### config.mk
export PLATFORM = sky130hd
export DESIGN_NAME = bit_subtractor_serial
export DESIGN_NICKNAME = d
export VERILOG_FILES = /design/src/rtl/bit_subtractor_serial.sv
export SDC_FILE = /design/constraint.sdc
export NUM_CORES = 1
export LEC_CHECK = 0
export BUFFER_PORTS_ARGS = -buffer_cell sky130_fd_sc_hd__buf_2
export CORE_MARGIN = 2
export CORE_UTILIZATION = 62
export DETAILED_ROUTE_END_ITERATION = 12
export PLACE_DENSITY_LB_ADDON = 0.2
export SLEW_MARGIN = 20
export SYNTH_ARGS = -nofsm -noshare
export SYNTH_HDL_FRONTEND = slang
export SYNTH_SLANG_ARGS = --single-unit
### constraint.sdc
create_clock -name i_clk -period 3.97 [get_ports i_clk]
set_input_delay 0 -clock i_clk [delete_from_list [all_inputs] [get_ports i_clk]]
set_output_delay 0 -clock i_clk [all_outputs]
set_load 0.02 [all_outputs]
### src/rtl/bit_subtractor_serial.sv
// bit_subtractor_serial
//   Bit-serial 4-bit subtractor for the switch/LED board. A debounced press of
//   the push button computes A - B, LSB first, with one bit per clock and a
//   registered borrow. The result stays on the LEDs until the next operation
//   completes.
//
//   State table
//     state   | meaning
//     S_IDLE  | waiting for a debounced start pulse
//     S_LOAD  | capture operands from i_switch, clear borrow/bit_cnt/res
//     S_SHIFT | one difference bit per cycle, 4 cycles total
//     S_DONE  | publish difference, borrow-out and valid to the LED registers
//
//   Ports
//     i_clk      : system clock, rising edge
//     i_rst_n    : synchronous active-low reset
//     i_switch   : A = i_switch[3:0], B = i_switch[7:4] (sampled in S_LOAD only)
//     i_push_btn : raw asynchronous start button, active-high
//     o_led      : [3:0] difference, [4] busy, [5] borrow-out, [6] valid, [7] 0
module bit_subtractor_serial #(
   parameter int DB_COUNT = 250000
) (
   input  logic       i_clk,
   input  logic       i_rst_n,
   input  logic [7:0] i_switch,
   input  logic       i_push_btn,
   output logic [7:0] o_led
);

   localparam int CW = (DB_COUNT > 2) ? $clog2(DB_COUNT) : 1;
   localparam logic [CW-1:0] DB_LAST = CW'(DB_COUNT - 1);

   typedef enum logic [1:0] {
      S_IDLE  = 2'd0,
      S_LOAD  = 2'd1,
      S_SHIFT = 2'd2,
      S_DONE  = 2'd3
   } state_t;

   logic          r_sync1;
   logic          r_btn_s;
   logic          r_btn_db;
   logic          r_btn_db_d;
   logic [CW-1:0] r_db_cnt;
   logic          w_start;

   state_t        r_state;
   state_t        w_state_nxt;
   logic          w_busy;
   logic          w_load;
   logic          w_shift;
   logic          w_done;

   logic [3:0]    r_a_sh;
   logic [3:0]    r_b_sh;
   logic          r_borrow;
   logic [1:0]    r_bit_cnt;
   logic [3:0]    r_res;
   logic [3:0]    r_diff;
   logic          r_borrow_out;
   logic          r_valid;
   logic          w_d;
   logic          w_borrow_nxt;

   // Button path: 2-flop synchronizer, then a counter that must see the
   // synchronized level differ for DB_COUNT consecutive cycles before the
   // debounced level follows it.
   always_ff @(posedge i_clk) begin
      if (!i_rst_n) begin
         r_sync1    <= 1'b0;
         r_btn_s    <= 1'b0;
         r_btn_db   <= 1'b0;
         r_btn_db_d <= 1'b0;
         r_db_cnt   <= '0;
      end else begin
         r_sync1    <= i_push_btn;
         r_btn_s    <= r_sync1;
         r_btn_db_d <= r_btn_db;
         if (r_btn_s == r_btn_db) begin
            r_db_cnt <= '0;
         end else if (r_db_cnt == DB_LAST) begin
            r_btn_db <= r_btn_s;
            r_db_cnt <= '0;
         end else begin
            r_db_cnt <= r_db_cnt + 1'b1;
         end
      end
   end

   // Rising edge of the debounced level; high in the first cycle btn_db is 1.
   assign w_start = r_btn_db & ~r_btn_db_d;

   always_ff @(posedge i_clk) begin
      if (!i_rst_n) begin
         r_state <= S_IDLE;
      end else begin
         r_state <= w_state_nxt;
      end
   end

   always_comb begin
      w_state_nxt = r_state;
      case (r_state)
         S_IDLE:  if (w_start) w_state_nxt = S_LOAD;
         S_LOAD:  w_state_nxt = S_SHIFT;
         S_SHIFT: if (r_bit_cnt == 2'd3) w_state_nxt = S_DONE;
         S_DONE:  w_state_nxt = S_IDLE;
         default: w_state_nxt = S_IDLE;
      endcase
   end

   always_comb begin
      w_busy  = (r_state != S_IDLE);
      w_load  = (r_state == S_LOAD);
      w_shift = (r_state == S_SHIFT);
      w_done  = (r_state == S_DONE);
   end

   // One full-subtractor stage applied to the LSBs of the shift registers.
   assign w_d          = r_a_sh[0] ^ r_b_sh[0] ^ r_borrow;
   assign w_borrow_nxt = (~r_a_sh[0] & r_b_sh[0]) |
                         (~(r_a_sh[0] ^ r_b_sh[0]) & r_borrow);

   always_ff @(posedge i_clk) begin
      if (!i_rst_n) begin
         r_a_sh       <= '0;
         r_b_sh       <= '0;
         r_borrow     <= 1'b0;
         r_bit_cnt    <= '0;
         r_res        <= '0;
         r_diff       <= '0;
         r_borrow_out <= 1'b0;
         r_valid      <= 1'b0;
      end else begin
         if (w_load) begin
            r_a_sh    <= i_switch[3:0];
            r_b_sh    <= i_switch[7:4];
            r_borrow  <= 1'b0;
            r_bit_cnt <= '0;
            r_res     <= '0;
         end
         if (w_shift) begin
            r_res     <= {w_d, r_res[3:1]};
            r_a_sh    <= {1'b0, r_a_sh[3:1]};
            r_b_sh    <= {1'b0, r_b_sh[3:1]};
            r_borrow  <= w_borrow_nxt;
            r_bit_cnt <= r_bit_cnt + 1'b1;
         end
         if (w_done) begin
            r_diff       <= r_res;
            r_borrow_out <= r_borrow;
            r_valid      <= 1'b1;
         end
      end
   end

   assign o_led = {1'b0, r_valid, r_borrow_out, w_busy, r_diff};

endmodule

After elaboration in Yosys (flattened, before gate mapping)

Index checks and enable logic that the tools add are counted.

Eq/ne operators: 8
Bitwise gates (word level): 11
Add/subtract/negate cells: 2
Shift-type cells: 0
Magnitude comparators: 0
Reduce and logical (&&, ||, !) cells: 7
Multiplexer cells: 13
$mul: 0
Div/mod/pow operators: 0

Operator list:

| operator                                                        | count |
|---|---|
| 18-bit by 1-bit adder with 18-bit output, second input constant | 1 |
| 18-bit == test, second input constant                           | 1 |
| 3-bit two-way mux                                               | 4 |
| 2-bit two-way mux                                               | 4 |
| 4-bit two-way mux                                               | 2 |
| 2-bit case mux with 4 select lines                              | 1 |
| 2-bit == test, second input constant                            | 3 |
| 1-bit inverter                                                  | 5 |
| 2-bit AND reduction                                             | 2 |
| 2-bit nonzero test                                              | 2 |
| 1-bit bitwise AND                                               | 3 |
| 3-bit OR reduction                                              | 1 |
| 2-bit by 1-bit adder with 2-bit output, second input constant   | 1 |
| 2-bit by 1-bit == test with 1-bit output, second input constant | 1 |
| 2-bit logical NOT                                               | 1 |
| 1-bit two-way mux                                               | 2 |
| 2-bit by 1-bit != test with 1-bit output, second input constant | 1 |
| 2-bit != test, second input constant                            | 1 |
| 2-bit OR reduction                                              | 1 |
| 1-bit XOR                                                       | 2 |
| 1-bit == test                                                   | 1 |
| 1-bit OR                                                        | 1 |

Bits in latches: 0
Register bits: 45
RAM bits: 0
ROM bits: 0
Output and inout bits: 8
Logic and storage cells: 57
Memories: 0
Bits of input ports: 11

Depth between registers and ports, before layout

Depth in word-level cells: 5
Depth in mapped cells: 7
Gate-level depth less buffers: 6

Worst setup path after synthesis

No wires, ideal clock.

Path type: register -> register
Start point: register r_db_cnt[0]
End point: register r_db_cnt[10]
Setup time: 0.115 ns
Clock period less this slack: 1.654 ns
Setup slack: 2.316 ns
Stages on the path, launching flop included: 7
Required time: 3.855 ns
Arrival time: 1.539 ns
Buffers on the path: 1
Cell sequence: dfxtp_1 -> ha_1 -> nand3_1 -> or3_4 -> o21ai_4 -> buf_4 -> nor2_1

Cells in the longest elaborated chain, start to end: 2
Elaborated cells between the ends (all ways): 3
Those cells by class: 1 x add/sub; 1 x eq/ne; 1 x reduce/logical

RTL lines:

| what                                                                                             | RTL line | source |
|---|---|---|
| start: declaration                                                                               | 44       | `logic [CW-1:0] r_db_cnt;` |
| start signal: assignment                                                                         | 85       | `r_db_cnt <= r_db_cnt + 1'b1;` |
| parallel branches: the longest is 2 deep, another holds 18-bit by 1-bit adder with 18-bit output | -        |  |

Parallel ways; which one is timed is not known.
A chain may end at the register's enable or synchronous reset.

Worst setup path after layout

Start point: register r_db_cnt[0]
End point: register r_db_cnt[16]

Same word-level chain as after synthesis.

==> metrics.md <==
| Metric | Value |
|---|---|
| Net Sw Power | 0.000227 W |
| Initial Util | around two thirds |
| Combinational Power Share | 15.6% |
| Num rows | 20 |
| GRT Residual Overflow | 0 |
| Antenna-violating nets left | 0 |
| Placer Congestion | between 0.8 and 0.9 |
| Register share of total power | 57.2% |
| Most frequent cells in the layout | dfxtp_1 (45), nor2_1 (22), buf_2 (17) |
| Switch share | 25.8% |
| Crit path kind | reg -> reg |
| Minimum clock period | roughly 1.9 ns |
| Critical Path AT | 2.17 ns |
| Slowest Stage Delay on Critical Path | roughly 0.59 ns |
| Status | finished, final reports clean |
| Final hold vios | 0 |
| Nets | 249 |
| Pleak | roughly 0.8 nW |
| Synth cell types | 39 |
| Syn Std Cell Area | 0.00204 sq mm |
| Gr usage total | between 20% and 30% |
| Post-synthesis sequential area ratio | 44.2% |
| Fmax | 526 MHz |
| Drt pass-1 iters | 4 |
| Antenna violations before repair | 0 |
| Buffers on Ports | 17 |
| Crit-path max FO | 5 |
| Clk root buf | clkbuf_4 |
| DR WL/cell | 12.3 microns |
| WP buf/inv | 0 |
| Number of global-route vias before repair | 1424 |
| Die area | ~0.0038 sq mm |
| RSZ-0062 raised after global routing | false |
| HPWL after detailed placement | 2340 microns |
| Antenna diodes | 0 |
| Drt first-iter violations | 67 |
| Clock transition at path regs | 0.12 ns |
| Post-synth EDFFs | 0 |
| Most common cell after layout, fill and taps aside | dfxtp_1 |
| Worst min-delay path startpoint | i_rst_n |
| Clock Sinks | 45 |
| Final Skew | roughly 0.0038 ns |
| Post-CTS resize count | 0 |
| Fin. max-slew vios | 0 |
| DR vias/cell | roughly 5.4 |
| Internal power | 0.000653 W |
| WL final | 3410 microns |
| Fraction of registers with async set/reset | 0% |
| Pwr Density | 388 mW/mm^2 |
| CP max-delay cell | nor4_1 |
| FILL cells | ~230 |
| WP data required | 4.24 ns |
| Clk buf depth | 2 |
| Crit. End Element | flip-flop |
| Worst slew margin | 52.8% |
| Drt drc | 0 |
| Global-route wire length before repair | about 5900 microns |
| Inserted Clock Buffers | 5 |
| Slew at the pin closest to its max-slew limit | 0.708 ns |
| Largest net degree at the start of global routing | 28 |
| Clk_lat worst skew | 0.35 ns |
| Synth Register Bits | 45 |
| Syn Area/Cell | 9.61 sq um |
| Peak supply drop | 0.214 mV |
| Core Footprint | 0.00308 sq mm |
| Height of the chip | 61.3 microns |
| Die W | 61.3 microns |
| Most used DFF post-synth | dfxtp_1 |
| Setup TNS | 0 ns |
| Yosys warnings | 0 |
| Instance count of the mapped netlist | 212 |
| Synth Net Count | 230 |
| Ports | 19 |
| FF-to-FF Start | r_db_cnt[0] |
| CTS tree | built |
| H-tree Lvls | 2 |
| Worst hold path type | in -> reg |
| Worst Setup Start Kind | flip-flop |
| Largest delay contributor family on the critical path | simple AND/OR/NAND/NOR gates |
| CP cell instances | ha_1, nand3_1, nor4_1, mux2i_1, nor4b_2 |
| CP startpoint | r_db_cnt[0] |
| Final period util | between 40% and 50% |
| Clock Power Share | 27.3% |
| Hold_ws | approximately 0.069 ns |
| Max-cap violations | 0 |
| P&R area growth vs syn | 11.2% |
| Final setup fails | 0 |
| Vias | 1488 |
| Sequential Area | 901 sq um |
| Layout cells sized above 1 | 14.2% |
| Multi-input gate area | 0.00103 sq mm |
==> area by class of cell <==
class / instances / share of cell area [%]
multi-input cells: 144 / 45.5
clock inverters: 1 / 0.221
well taps: 44 / 2.43
clock buffers: 7 / 2.87
inverters: 9 / 1.49
repair buffers: 26 / 7.73
flip-flops and latches: 45 / 39.7
==> metrics by stage <==
step                      worst slack [ns]  util (%)  instances  instance area [sq um]  total power [W]
after floorplan                       2.32         -        212                   2040         0.000623
after global placement                2.15      68.5        259                   2110         0.000637
after detailed placement              2.12      68.5        259                   2110         0.000643
after CTS                             2.07      73.7        276                   2270         0.000885
after global routing                  1.94      73.7        276                   2270         0.000926
final                                 2.07      73.7        276                   2270         0.000880
==> cells in the mapped netlist, types with 2 or more instances <==
cell	instances	share of area [%]
xnor2_1	12	5.2
a21oi_1	2	0.49
ha_1	6	3.7
nor2_1	22	4.1
o211a_1	6	2.9
clkbuf_1	8	1.5
nand2b_1	8	2.5
buf_4	5	1.8
nand4_1	4	1.2
or3_1	2	0.61
dfxtp_1	45	44
nand3_1	10	2.5
nor3_1	3	0.74
nor2b_1	7	2.1
nand2_1	10	1.8
mux2i_1	15	7.4
nor4_1	5	1.5
o31ai_1	2	0.74
a21boi_0	6	2.2
inv_1	9	1.7
xor2_1	3	1.3
and2_1	5	1.5
==> cell families (layout without fill, tap and decap cells) <==
| logic type | Yosys count | after routing | synth area share (%) |
|---|---|---|---|
| AND/OR/NAND/NOR | 84 | 84 | 22.9 |
| flip-flops | 45 | 45 | 44.2 |
| buffers and inverters | 23 | 43 | 5.16 |
| AO/OA/AOI/OAI | 22 | 22 | 9.09 |
| XOR/XNOR | 15 | 15 | 6.45 |
| multiplexers | 15 | 15 | 7.37 |
| adder cells (fa/ha/maj) | 7 | 7 | 4.67 |
| other | 1 | 1 | 0.184 |
==> layer usage <==
metal  wire (microns)  up-vias  global-route usage [%]  part of all wire, %
li1                 -      749                       -                    -
met1             1430      697                    23.1                   42
met5                0        -                       0                    0
met2             1770       37                    38.4                   52
met4               59        0                    10.3                  1.7
met3              148        5                    5.25                  4.3
==> what timing repair did <==
action | CTS | global route
endpoints found under the hold margin | 9 | 0
hold buffers | 9 | 0
setup buffers | 0 | 0
==> power groups by stage <==
stage,Clock (W),Combinational [W],Sequential (W)
2_1_floorplan,0,0.000115,0.000508
5_1_grt,0.000267,0.000153,0.000507
4_1_cts,0.000245,0.000137,0.000503
6_report,0.000240,0.000137,0.000503
3_5_place_dp,0,0.000130,0.000513
3_3_place_gp,0,0.000127,0.000511
==> state kept, by name, indices dropped and copies added, names as in the netlist <==
name,cells
r_valid,1
r_btn_db,1
r_btn_s,1
r_db_cnt,18
r_btn_db_d,1
r_diff,4
r_sync1,1
r_borrow,1
r_bit_cnt,2
r_b_sh,4
r_a_sh,4
r_res,4
r_borrow_out,1
r_state,2
==> worst paths after layout <==
kind,to,slack [ns],cells past startpoint
setup / recovery,r_db_cnt[16],2.07,5
hold reg to reg,r_valid,0.46,1
hold / removal,r_valid,0.07,2
setup reg to reg,r_db_cnt[16],2.07,5
(Power assumes the default switching activity.)
